**config.mk**
```make
export PLATFORM = sky130hd
export DESIGN_NAME = serial_subtractor_flat
export DESIGN_NICKNAME = d
export VERILOG_FILES = /design/src/rtl/serial_subtractor_if.sv /design/src/rtl/serial_subtractor.sv /design/src/flat_wrapper.sv
export SDC_FILE = /design/constraint.sdc
export NUM_CORES = 1
export LEC_CHECK = 0
export BUFFER_PORTS_ARGS = -buffer_cell sky130_fd_sc_hd__buf_2
export CORE_MARGIN = 2
export CORE_UTILIZATION = 39
export DETAILED_ROUTE_END_ITERATION = 8
export SLEW_MARGIN = 20
export SYNTH_ARGS = -nofsm -noshare
export SYNTH_HDL_FRONTEND = slang
export SYNTH_SLANG_ARGS = --single-unit
```
**constraint.sdc**
```tcl
create_clock -name clk -period 1.2 [get_ports clk]
set_input_delay 0.24 -clock clk [delete_from_list [all_inputs] [get_ports clk]]
set_output_delay 0.24 -clock clk [all_outputs]
set_load 0.02 [all_outputs]
```
**src/rtl/serial_subtractor_if.sv**
```systemverilog
// Start/busy/done operand and result bundle for serial_subtractor.
// Carries ovf only when SERIAL_SUB_OVF_EN is defined.
interface serial_subtractor_if #(
   parameter int WIDTH = 8
);
   logic             start;
   logic [WIDTH-1:0] a;
   logic [WIDTH-1:0] b;
   logic             busy;
   logic             done;
   logic [WIDTH-1:0] diff;
   logic             bout;
`ifdef SERIAL_SUB_OVF_EN
   logic             ovf;

   modport master (
      output start, a, b,
      input  busy, done, diff, bout, ovf
   );
   modport slave (
      input  start, a, b,
      output busy, done, diff, bout, ovf
   );
`else
   modport master (
      output start, a, b,
      input  busy, done, diff, bout
   );
   modport slave (
      input  start, a, b,
      output busy, done, diff, bout
   );
`endif
endinterface

```
**src/rtl/serial_subtractor.sv**
```systemverilog
// Bit-serial LSB-first subtractor: diff = a - b, one bit per clock.
// Optional SERIAL_SUB_OVF_EN adds a signed overflow flag (ovf).
module serial_subtractor #(
   parameter int WIDTH = 8
) (
   input  logic               clk,
   input  logic               rst_n,
   serial_subtractor_if.slave bus
);
   localparam int CW = $clog2(WIDTH);
   localparam logic [CW-1:0] LAST = CW'(WIDTH - 1);

   typedef enum logic [1:0] {
      IDLE = 2'd0,
      RUN  = 2'd1,
      DONE = 2'd2
   } state_t;

   state_t           state, state_nx;
   logic [WIDTH-1:0] sa, sb, dq;
   logic             borrow, bq;
   logic [CW-1:0]    cnt;
   logic             x, y, d, br_nx;

   assign x     = sa[0];
   assign y     = sb[0];
   assign d     = x ^ y ^ borrow;
   assign br_nx = (~x & y) | (~(x ^ y) & borrow);

   // State register; reset aborts any operation in flight.
   always_ff @(posedge clk) begin
      if (!rst_n) state <= IDLE;
      else        state <= state_nx;
   end

   // Next state: accept in IDLE, exit RUN on the last bit, DONE is one cycle.
   always_comb begin
      state_nx = state;
      unique case (state)
         IDLE:    if (bus.start) state_nx = RUN;
         RUN:     if (cnt == LAST) state_nx = DONE;
         DONE:    state_nx = IDLE;
         default: state_nx = IDLE;
      endcase
   end

   assign bus.busy = (state == RUN);
   assign bus.done = (state == DONE);
   assign bus.diff = dq;
   assign bus.bout = bq;

`ifdef SERIAL_SUB_OVF_EN
   logic oq;
   assign bus.ovf = oq;

   // Overflow: operand signs differ and the result sign differs from a.
   // On the last bit x/y are the operand MSBs and d is the result MSB.
   always_ff @(posedge clk) begin
      if (!rst_n) begin
         oq <= 1'b0;
      end else if (state == IDLE && bus.start) begin
         oq <= 1'b0;
      end else if (state == RUN && cnt == LAST) begin
         oq <= (x != y) && (d != x);
      end
   end
`endif

   // Datapath: load on accept, shift one bit per RUN cycle.
   always_ff @(posedge clk) begin
      if (!rst_n) begin
         sa     <= '0;
         sb     <= '0;
         dq     <= '0;
         borrow <= 1'b0;
         bq     <= 1'b0;
         cnt    <= '0;
      end else begin
         unique case (state)
            IDLE: begin
               if (bus.start) begin
                  sa     <= bus.a;
                  sb     <= bus.b;
                  dq     <= '0;
                  borrow <= 1'b0;
                  bq     <= 1'b0;
                  cnt    <= '0;
               end
            end
            RUN: begin
               sa     <= sa >> 1;
               sb     <= sb >> 1;
               dq     <= {d, dq[WIDTH-1:1]};
               borrow <= br_nx;
               cnt    <= cnt + 1'b1;
               if (cnt == LAST) bq <= br_nx;
            end
            default: begin
            end
         endcase
      end
   end
endmodule
```
**src/flat_wrapper.sv**
```systemverilog
// flat-port wrapper written by rule: the top's interface ports become plain ports
module serial_subtractor_flat 
#(
   parameter int WIDTH = 8
)
  (clk, rst_n, bus_start, bus_a, bus_b, bus_busy, bus_done, bus_diff, bus_bout);
  serial_subtractor_if #(.WIDTH(WIDTH)) bus_i ();
  input  logic clk;
  input  logic rst_n;
  input wire logic [$bits(bus_i.start)-1:0] bus_start;
  input wire logic [$bits(bus_i.a)-1:0] bus_a;
  input wire logic [$bits(bus_i.b)-1:0] bus_b;
  output wire logic [$bits(bus_i.busy)-1:0] bus_busy;
  output wire logic [$bits(bus_i.done)-1:0] bus_done;
  output wire logic [$bits(bus_i.diff)-1:0] bus_diff;
  output wire logic [$bits(bus_i.bout)-1:0] bus_bout;
  assign bus_i.start = bus_start;
  assign bus_i.a = bus_a;
  assign bus_i.b = bus_b;
  assign bus_busy = bus_i.busy;
  assign bus_done = bus_i.done;
  assign bus_diff = bus_i.diff;
  assign bus_bout = bus_i.bout;
  serial_subtractor #(.WIDTH(WIDTH)) u_core (.clk(clk), .rst_n(rst_n), .bus(bus_i));
endmodule
```
==> results.json <==
{
  "outcome": "finished with violations",
  "violations": "negative setup slack",
  "cp_top_family": "flip-flops",
  "gr-total-overflow": 0,
  "post-route-util_pct": 55.8,
  "cts_max_level": 2,
  "dieWidth_um": 64.3,
  "maxCapViolations": 0,
  "synth-seq-cells": 31,
  "grt_pass1_wl_um": 4920,
  "route.detailed.drc": 0,
  "tightest_slew_ns": 0.257,
  "synth_cell_types": 29,
  "critPathKind": "flop to output pin",
  "syn-instance-count": 134,
  "path_max_fanout": 4,
  "io_pins": 30,
  "power_density_nw_per_um2": 1160,
  "synth.area.top_cells": "dfxtp_1, a211oi_2, mux2i_1",
  "dieArea_um2": 4140,
  "synth_top_area_cell": "dfxtp_1",
  "cp.required_ns": 0.96,
  "min_period_over_period_pct": 107,
  "initial_utilization_pct": 41.5,
  "peakVddDrop_mv": 0.614,
  "synth_ff_type": "dfxtp_1",
  "drive_above_1_share_pct": 53.1,
  "finalNetCount": 200,
  "relSlewSlack_pct": 82.9,
  "clock_latency_ns": 0.33,
  "cts.clk_slew.worst_paths_ns": 0.09,
  "ys_seq_area_share_pct": 43.7,
  "min_period_ns": 1.28,
  "cts_hold_buf": 0,
  "grtUsageTotal_pct": 15.4,
  "cp.buffers_inverters": 2,
  "viasPerCell": 5.04,
  "synth-edff-count": 0,
  "hold_path_class": "input pin to flop",
  "cts_buffers": 5,
  "slew_viol_final": 0,
  "die_h_um": 64.3,
  "avgRoutedWirePerCell_um": 13.4,
  "syn_nets": 156,
  "gp_congestion": 0.778,
  "rsz0062_at_grt": "true",
  "antenna_left": 0,
  "coreArea_um2": 3420,
  "ys_top_cells_by_count": "dfxtp_1, nor2_1, a211oi_2",
  "finalSetupViolCount": 4,
  "end_kind": "output pin",
  "max_freq_mhz": 781,
  "slowest_stage": "dfxtp_4",
  "crit_arrival_ns": 1.04,
  "diodes": 0,
  "cts-root-buf": "clkbuf_4",
  "synth_top_area_share_pct": 43.7,
  "first_pass_iters": 4,
  "port_buffers": 29,
  "power_leakage_nw": 0.800,
  "async_reset_ff_share_pct": 0,
  "final.setup.tns_ns": -0.180,
  "cts_tree": "yes",
  "syn_to_final_growth_pct": 34.4,
  "worst_setup_path_start_kind": "flop",
  "antenna_found_initial": 0,
  "avgSynthCellArea_um2": 10.6,
  "routed_wl_um": 3010,
  "synth_most_common_cell": "dfxtp_1",
  "synth.cell_area_um2": 1420,
  "dpl.hpwl_um": 1760,
  "dr_total_vias": 1133,
  "timing.final.ws_setup_ns": -0.0809,
  "first_iter_violations": 46,
  "grt_start_max_net_pins": 20,
  "synth_warnings": 0,
  "clock-sinks": 31,
  "slowest_delay_ns": 0.38,
  "skew_ns": 0.00755,
  "grt_pass1_vias": 1064,
  "hold_viol": 0,
  "crit_chain": "buf_12, nor2b_4, buf_6",
  "fp-row-count": 21,
  "cts_buffer_depth": 2
}
-- cells in the final DEF, fill, tap and decap left out, types with 2 or more instances in the layout --
master,instances
a22oi_2,3
dfxtp_2,4
dfxtp_1,25
buf_4,12
dfxtp_4,2
clkbuf_4,5
nor2_2,11
nor2b_4,2
a21oi_1,3
buf_2,27
a22oi_1,8
nand4bb_1,2
buf_6,4
nor2_1,17
inv_1,3
clkbuf_8,2
mux2i_1,12
a211oi_2,14
buf_12,2
o21ai_0,2
-- worst paths after layout --
check | startpoint | end | slack (ns) | depth (start not counted)
min reg2reg | u_core.cnt[0] | u_core.cnt[0] | 0.49 | 1
max reg2reg | u_core.state[1] | u_core.sa[2] | -0.02 | 5
min | rst_n | u_core.sb[6] | 0.18 | 2
max | u_core.state[0] | bus_done | -0.08 | 3
-- kinds of logic after synthesis --
group / Yosys count / share of synthesized area (%)
adder cells (fa/ha/maj): 3 / 3.17
buffers and inverters: 14 / 7.50
AND/OR/NAND/NOR: 38 / 13.5
AO/OA/AOI/OAI: 35 / 22.9
flip-flops: 31 / 43.7
multiplexers: 13 / 9.17
-- power by group --
| part | leakage (nW) | internal [mW] | switching [mW] |
|---|---|---|---|
| sequential | 0.257 | 1.08 | 0.0408 |
| combinational | 0.504 | 0.205 | 0.193 |
| clock | 0.0386 | 0.344 | 0.346 |
| total | 0.800 | 1.63 | 0.579 |
-- metal layers --
layer / share of wire [%] / up-vias / track usage [%] / routed length [um]
li1: - / 571 / - / -
met2: 49 / 24 / 23.8 / 1490
met4: 0.70 / 0 / 6.12 / 21
met5: 0 / - / 0 / 0
met1: 45 / 536 / 19.7 / 1360
met3: 4.9 / 2 / 5.11 / 147
-- per-stage QoR --
| stage | cells | setup WS, ns | total power [mW] | area [um2] | hold WS, ns |
|---|---|---|---|---|---|
| after floorplan | 134 | 0.0202 | 1.39 | 1420 | 0.380 |
| after global placement | 207 | 0.0143 | 1.45 | 1610 | 0.471 |
| after detailed placement | 207 | -0.0136 | 1.46 | 1610 | 0.478 |
| after CTS | 222 | -0.124 | 2.20 | 1800 | 0.166 |
| after global routing | 225 | -0.137 | 2.34 | 1910 | 0.150 |
| final | 225 | -0.0809 | 2.21 | 1910 | 0.180 |
-- sequential cells by signal, indices dropped and copies added, names as in the netlist --
signal and flops:
u_core.cnt 3, u_core.bus.diff 8, u_core.sb 8, u_core.bus.bout 1, u_core.sa 8, u_core.state 2, u_core.borrow 1
-- layout make-up --
type                       count  area, um2
fill                         314       1510
multi-input combinational     89        758
sequential                    31        633
timing repair buffer          48        378
clock buffer                   8       68.8
tap                           46       57.6
inverter                       3       11.3
-- repair_timing --
action,4_1_cts,5_1_grt
cloned,1,2
pin swaps,8,7
setup endpoints to repair,3,27
resized for setup,18,24
buffers inserted,6,2
-- worst register-to-register path, delay by kind of cell (launching register included) --
family / cells / cell delay (ns)
buffers and inverters: 2 / 0.31
AND/OR/NAND/NOR: 1 / 0.05
AO/OA/AOI/OAI: 2 / 0.43
flip-flops: 1 / 0.37
(Power assumes the default switching activity.)
